==> src/rtl/scr_arb_pkg.sv <==
// Shared types and constants for the scratch RAM arbiter.
package scr_arb_pkg;

  localparam int unsigned SCR_ADDR_W = 8;
  localparam int unsigned SCR_DATA_W = 10;
  localparam int unsigned SCR_DEPTH  = 256;

  typedef enum logic {
    CLEAR,
    RUN
  } arb_state_t;

  typedef struct packed {
    logic                  req;
    logic                  we;
    logic [SCR_ADDR_W-1:0] addr;
    logic [SCR_DATA_W-1:0] din;
  } scr_req_t;

endpackage

==> src/rtl/scr_port_rdreg.sv <==
// Per-port read-data capture register with a one-cycle valid pulse.
module scr_port_rdreg #(
  parameter int unsigned DATA_W = 10
) (
  input  logic              clk,
  input  logic              rst_i,
  input  logic              rd_en_i,
  input  logic [DATA_W-1:0] rdata_i,
  output logic [DATA_W-1:0] dout_o,
  output logic              rvalid_o
);

  logic [DATA_W-1:0] dout_q;
  logic              rvalid_q;

  // Capture RAM data on a granted read; data holds until the next one.
  always_ff @(posedge clk) begin
    if (rst_i) begin
      dout_q   <= '0;
      rvalid_q <= 1'b0;
    end else begin
      rvalid_q <= rd_en_i;
      if (rd_en_i) begin
        dout_q <= rdata_i;
      end
    end
  end

  assign dout_o   = dout_q;
  assign rvalid_o = rvalid_q;

endmodule

==> src/rtl/scr_ram_arbiter.sv <==
// Two-port arbiter for the single-port scratch RAM: port A has fixed
// priority, port B is force-granted after MAX_WAIT denied cycles.
// Optional SCR_ARB_CLEAR_EN: zero-fill the RAM after every reset before
// accepting requests.
module scr_ram_arbiter
  import scr_arb_pkg::*;
#(
  parameter int unsigned ADDR_W   = SCR_ADDR_W,
  parameter int unsigned DATA_W   = SCR_DATA_W,
  parameter int unsigned MAX_WAIT = 4
) (
  input  logic              clk,
  input  logic              RST,
  input  logic              A_REQ,
  input  logic              A_WE,
  input  logic [ADDR_W-1:0] A_ADDR,
  input  logic [DATA_W-1:0] A_DIN,
  output logic              A_GNT,
  output logic [DATA_W-1:0] A_DOUT,
  output logic              A_RVALID,
  input  logic              B_REQ,
  input  logic              B_WE,
  input  logic [ADDR_W-1:0] B_ADDR,
  input  logic [DATA_W-1:0] B_DIN,
  output logic              B_GNT,
  output logic [DATA_W-1:0] B_DOUT,
  output logic              B_RVALID,
  output logic [ADDR_W-1:0] SCR_ADDR,
  output logic              SCR_WE,
  output logic [DATA_W-1:0] SCR_DIN,
  input  logic [DATA_W-1:0] SCR_DOUT,
  output logic              BUSY,
  output logic [15:0]       CONFLICT_CNT
);

  localparam int unsigned WAIT_W = 4;
  localparam int unsigned CNT_W  = 16;
  localparam logic [WAIT_W-1:0] WAIT_MAX = WAIT_W'(MAX_WAIT);
`ifdef SCR_ARB_CLEAR_EN
  localparam arb_state_t RST_STATE = CLEAR;
`else
  localparam arb_state_t RST_STATE = RUN;
`endif

  arb_state_t        state_q, state_d;
  logic [WAIT_W-1:0] wait_q, wait_d;
  logic [CNT_W-1:0]  cnt_q, cnt_d;
`ifdef SCR_ARB_CLEAR_EN
  logic [ADDR_W-1:0] ptr_q, ptr_d;
`endif

  scr_req_t          a_s, b_s;
  logic              a_gnt_c, b_gnt_c, busy_c, scr_we_c;
  logic [ADDR_W-1:0] scr_addr_c;
  logic [DATA_W-1:0] scr_din_c;

  assign a_s = '{req: A_REQ, we: A_WE, addr: SCR_ADDR_W'(A_ADDR), din: SCR_DATA_W'(A_DIN)};
  assign b_s = '{req: B_REQ, we: B_WE, addr: SCR_ADDR_W'(B_ADDR), din: SCR_DATA_W'(B_DIN)};

  // State, starvation counter, conflict counter and clear pointer.
  always_ff @(posedge clk) begin
    if (RST) begin
      state_q <= RST_STATE;
      wait_q  <= '0;
      cnt_q   <= '0;
`ifdef SCR_ARB_CLEAR_EN
      ptr_q   <= '0;
`endif
    end else begin
      state_q <= state_d;
      wait_q  <= wait_d;
      cnt_q   <= cnt_d;
`ifdef SCR_ARB_CLEAR_EN
      ptr_q   <= ptr_d;
`endif
    end
  end

  // Next state, arbitration and RAM-side mux.
  always_comb begin
    state_d    = state_q;
    wait_d     = wait_q;
    cnt_d      = cnt_q;
`ifdef SCR_ARB_CLEAR_EN
    ptr_d      = ptr_q;
`endif
    a_gnt_c    = 1'b0;
    b_gnt_c    = 1'b0;
    busy_c     = 1'b0;
    scr_we_c   = 1'b0;
    scr_addr_c = ADDR_W'(a_s.addr);
    scr_din_c  = DATA_W'(a_s.din);

    case (state_q)
`ifdef SCR_ARB_CLEAR_EN
      CLEAR: begin
        busy_c     = 1'b1;
        scr_we_c   = 1'b1;
        scr_din_c  = '0;
        scr_addr_c = ptr_q;
        ptr_d      = ptr_q + ADDR_W'(1);
        if (ptr_q == {ADDR_W{1'b1}}) begin
          state_d = RUN;
        end
      end
`endif
      default: begin
        b_gnt_c = b_s.req && (!a_s.req || (wait_q == WAIT_MAX));
        a_gnt_c = a_s.req && !b_gnt_c;
        if (b_gnt_c) begin
          scr_we_c   = b_s.we;
          scr_addr_c = ADDR_W'(b_s.addr);
          scr_din_c  = DATA_W'(b_s.din);
        end else if (a_gnt_c) begin
          scr_we_c   = a_s.we;
        end
        if (!b_s.req || b_gnt_c) begin
          wait_d = '0;
        end else if (wait_q < WAIT_MAX) begin
          wait_d = wait_q + WAIT_W'(1);
        end
        if (a_s.req && b_s.req && (cnt_q != {CNT_W{1'b1}})) begin
          cnt_d = cnt_q + CNT_W'(1);
        end
      end
    endcase
  end

  scr_port_rdreg #(.DATA_W(DATA_W)) u_rdreg_a (
    .clk      (clk),
    .rst_i    (RST),
    .rd_en_i  (a_gnt_c && !A_WE),
    .rdata_i  (SCR_DOUT),
    .dout_o   (A_DOUT),
    .rvalid_o (A_RVALID)
  );

  scr_port_rdreg #(.DATA_W(DATA_W)) u_rdreg_b (
    .clk      (clk),
    .rst_i    (RST),
    .rd_en_i  (b_gnt_c && !B_WE),
    .rdata_i  (SCR_DOUT),
    .dout_o   (B_DOUT),
    .rvalid_o (B_RVALID)
  );

  assign A_GNT        = a_gnt_c;
  assign B_GNT        = b_gnt_c;
  assign SCR_ADDR     = scr_addr_c;
  assign SCR_WE       = scr_we_c;
  assign SCR_DIN      = scr_din_c;
  assign BUSY         = busy_c;
  assign CONFLICT_CNT = cnt_q;

endmodule

==> config.mk <==
export PLATFORM = sky130hd
export DESIGN_NAME = scr_ram_arbiter
export DESIGN_NICKNAME = d
export VERILOG_FILES = /design/src/rtl/scr_arb_pkg.sv /design/src/rtl/scr_port_rdreg.sv /design/src/rtl/scr_ram_arbiter.sv
export SDC_FILE = /design/constraint.sdc
export NUM_CORES = 1
export LEC_CHECK = 0
export ABC_CLOCK_PERIOD_IN_PS = 2000
export BUFFER_PORTS_ARGS = -buffer_cell sky130_fd_sc_hd__buf_4
export CORE_MARGIN = 2
export CORE_UTILIZATION = 45
export CTS_CLUSTER_SIZE = 24
export DETAILED_ROUTE_END_ITERATION = 12
export GPL_TIMING_DRIVEN = 0
export PLACE_DENSITY = 0.92
export SETUP_SLACK_MARGIN = 0.15
export SYNTH_ARGS = -nofsm -noshare
export SYNTH_HDL_FRONTEND = slang
export SYNTH_SLANG_ARGS = --single-unit
==> constraint.sdc <==
create_clock -name clk -period 2 [get_ports clk]
set_input_delay 0.4 -clock clk [delete_from_list [all_inputs] [get_ports clk]]
set_output_delay 0.4 -clock clk [all_outputs]
set_load 0.01 [all_outputs]
==> flow_metrics.env <==
export IMPL_status="finished with violations"
export IMPL_violations="setup timing"
export IMPL_hold_viol=0
export IMPL_synth_area_sq_mm=0.002074
export IMPL_h_tree_depth=2
export IMPL_timing_fmax_ghz=0.4372
export IMPL_crit_start="wait_q[1]"
export IMPL_fin_nets=398
export IMPL_r2r_start="wait_q[1]"
export IMPL_ys_seq_area_share_pct=40.53
export IMPL_synth_area_leaders="dfxtp_1 41%, mux2i_1 11%, mux2_2 10%"
export IMPL_cp_data_required_time_ns=1.60
export IMPL_initial_core_util_pct=47.32
export IMPL_maxCapViolCount=0
export IMPL_viasPerCell=5.351
export IMPL_instances_no_fill=396
export IMPL_drive_gt1_share_pct=49.13
export IMPL_clockBufferDepth=2
export IMPL_synth_xor_area_share_pct=0.4222
export IMPL_slew_headroom_pct=64.04
export IMPL_portBuffers=108
export IMPL_overflow=0
export IMPL_wl_um=6394
export IMPL_die_y_um=71.90
export IMPL_rsz0062_at_grt="true"
export IMPL_synth_top_family_by_area="multiplexers"
export IMPL_layout_commonest_cell="buf_4"
export IMPL_worst_slack_ns=-0.2873
export IMPL_setup_violations=20
export IMPL_power_density_mw_per_mm2=547.6
export IMPL_grt_usage_pct=22.50
export IMPL_syn_nets=272
export IMPL_core_sq_mm=0.004384
export IMPL_grt_pass1_vias=1988
export IMPL_avgSynthCellArea_sq_um=9.560
export IMPL_ys_flop_type="dfxtp_1"
export IMPL_period_needed_ns=2.287
export IMPL_globalplace_congestion=0.8090
export IMPL_cts_buffers=5
export IMPL_cts_root_buffer="clkbuf_8"
export IMPL_worstPathArrival_ns=1.89
export IMPL_drtIter0Drc=123
export IMPL_setup_worst_path_class="register to primary output"
export IMPL_yosysUniqueCellTypes=42
export IMPL_synth_area_leader_cell="dfxtp_1"
export IMPL_dp_slack_ns=-0.1440
export IMPL_worstMarginPinSlew_ns=0.5345
export IMPL_dr_pass1_iters=4
export IMPL_synth_edff_count=0
export IMPL_final_max_slew_viol_count=0
export IMPL_die_area_sq_mm=0.005169
export IMPL_place_area_sq_mm=0.002954
export IMPL_dp_cells=377
export IMPL_syn_inst=217
export IMPL_synthMuxAreaShare_pct=21.65
export IMPL_fin_area_sq_mm=0.003256
export IMPL_p_leak_nw=1.528
export IMPL_clock_skew_ns=0.01206
export IMPL_layout_common_cells="109 x buf_4, 40 x dfxtp_1, 32 x nor2_1, 22 x mux2i_1, 16 x buf_6"
export IMPL_cts_sinks=42
export IMPL_final_util_pct=74.26
export IMPL_fin_total_pwr_mw=1.783
export IMPL_min_path_type="input pin to register"
export IMPL_ys_seq_elements=42
export IMPL_synth_compound_area_share_pct=9.288
export IMPL_fillers=318
export IMPL_vias=2119
export IMPL_hold_buffers=0
export IMPL_crit_path_end_kind="primary output"
export IMPL_peakVddDrop_v=0.0005469
export IMPL_ys_warnings_count=0
export IMPL_synth_simple_area_share_pct=21.59
export IMPL_die_x_um=71.90
export IMPL_grt_pass1_wl_um=9045
export IMPL_hold_start="SCR_DOUT[7]"
export IMPL_antenna_cells=0
export IMPL_clk_pin_slew_ns=0.09
export IMPL_crit_path_start_kind="register"
export IMPL_synthAdderAreaFrac_pct=1.809
export IMPL_async_flop_share_pct=0
export IMPL_grt_start_max_net_pins=14
export IMPL_insertion_delay_ns=0.30
export IMPL_io_pins=112
export IMPL_multi_input_area_sq_mm=0.001217
export IMPL_antenna_found_initial=0
export IMPL_seqCellArea_sq_um=843.3
export IMPL_cts_tree="built"
export IMPL_areaGrowthSynthToFinish_pct=56.94
export IMPL_num_rows=24
export IMPL_post_route_drc_count=0
export IMPL_dpl_hpwl_um=4589
export IMPL_cp_max_fo=5
export IMPL_final_period_utilization_pct=114.4
export IMPL_avgRoutedWirePerCell_um=16.15
export IMPL_antenna_left=0
export IMPL_synth_top_area_share_pct=40.53
==> per-layer routing <==
layer | vias to the layer above | share of wire [%] | GRT usage [%]
met4 | 0 | 1.3 | 6.499
li1 | 1022 | - | -
met5 | - | 0 | 0
met1 | 1011 | 38 | 24.87
met3 | 8 | 6.9 | 8.611
met2 | 78 | 53 | 40.12
==> kinds of logic after synthesis <==
group / count (synthesis)
AO/OA/AOI/OAI: 28
XOR/XNOR: 1
adder cells (fa/ha/maj): 3
buffers and inverters: 18
flip-flops: 42
multiplexers: 42
other: 1
AND/OR/NAND/NOR: 82
==> per-stage QoR <==
| stage | hold WS [ns] | TNS (ns) |
|---|---|---|
| finish | 0.3386 | -5.002 |
| global route | 0.3306 | -6.263 |
| CTS | 0.3376 | -3.863 |
| detailed placement | 0.4827 | -1.616 |
| global placement | 0.4671 | -0.6327 |
| floorplan | 0.4483 | 0 |
==> flip-flops by register name, summed over array words and instances, names as in the netlist <==
register,flops
u_rdreg_a.rvalid_o,1
wait_q,4
u_rdreg_a.dout_o,10
u_rdreg_b.dout_o,10
u_rdreg_b.rvalid_o,1
CONFLICT_CNT,16
==> critical path, cell delays in order (launching register included) <==
cell	delay (ns)
dfxtp_2	0.33
inv_2	0.06
ha_4	0.12
nand3b_1	0.14
a21oi_4	0.28
buf_6	0.19
mux2_4	0.33
buf_6	0.13
==> report_power, final <==
part	internal [mW]	switching, mW	leakage (nW)
Combinational	0.217	0.151	1.14
Clock	0.247	0.297	0.0452
Sequential	0.857	0.0136	0.342
Total	1.32	0.462	1.53
==> synthesized netlist by cell type, types with 2 or more instances <==
library cell,number
nand2_1,14
inv_1,8
nand3_1,4
a21oi_1,9
mux2i_1,22
o41ai_1,2
nor4_1,3
nor2b_1,4
nand4_1,3
clkbuf_1,4
mux2_2,19
buf_4,5
o31a_1,2
and3_1,3
ha_1,3
or3_1,3
dfxtp_1,42
o21ai_0,5
o21a_1,2
nor3_1,2
nor2_1,32
or4_1,3
o31ai_1,3
and4_1,2
==> final timing paths <==
path / slack, ns / end / depth (start not counted)
min reg2reg: 0.50 / wait_q[3] / 2
max reg2reg: 0.17 / u_rdreg_b.dout_o[0] / 9
max: -0.29 / SCR_DIN[6] / 7
min: 0.34 / u_rdreg_a.dout_o[7] / 3
==> repair_timing <==
item	CTS	global route
resized for setup	17	25
endpoints found under the setup margin	21	43
buffers inserted	5	3
gates cloned	1	2
pin swaps	1	4
==> area by class of cell <==
class / instances / share of cell area (%)
buffer: 10 / 2.421
clock buffer: 6 / 2.229
inverter: 8 / 0.9224
timing repair buffer: 119 / 28.71
sequential: 42 / 25.90
multi-input combinational: 157 / 37.39
clock inverter: 2 / 0.4228
tap: 52 / 1.998
(Power assumes the default switching activity.)
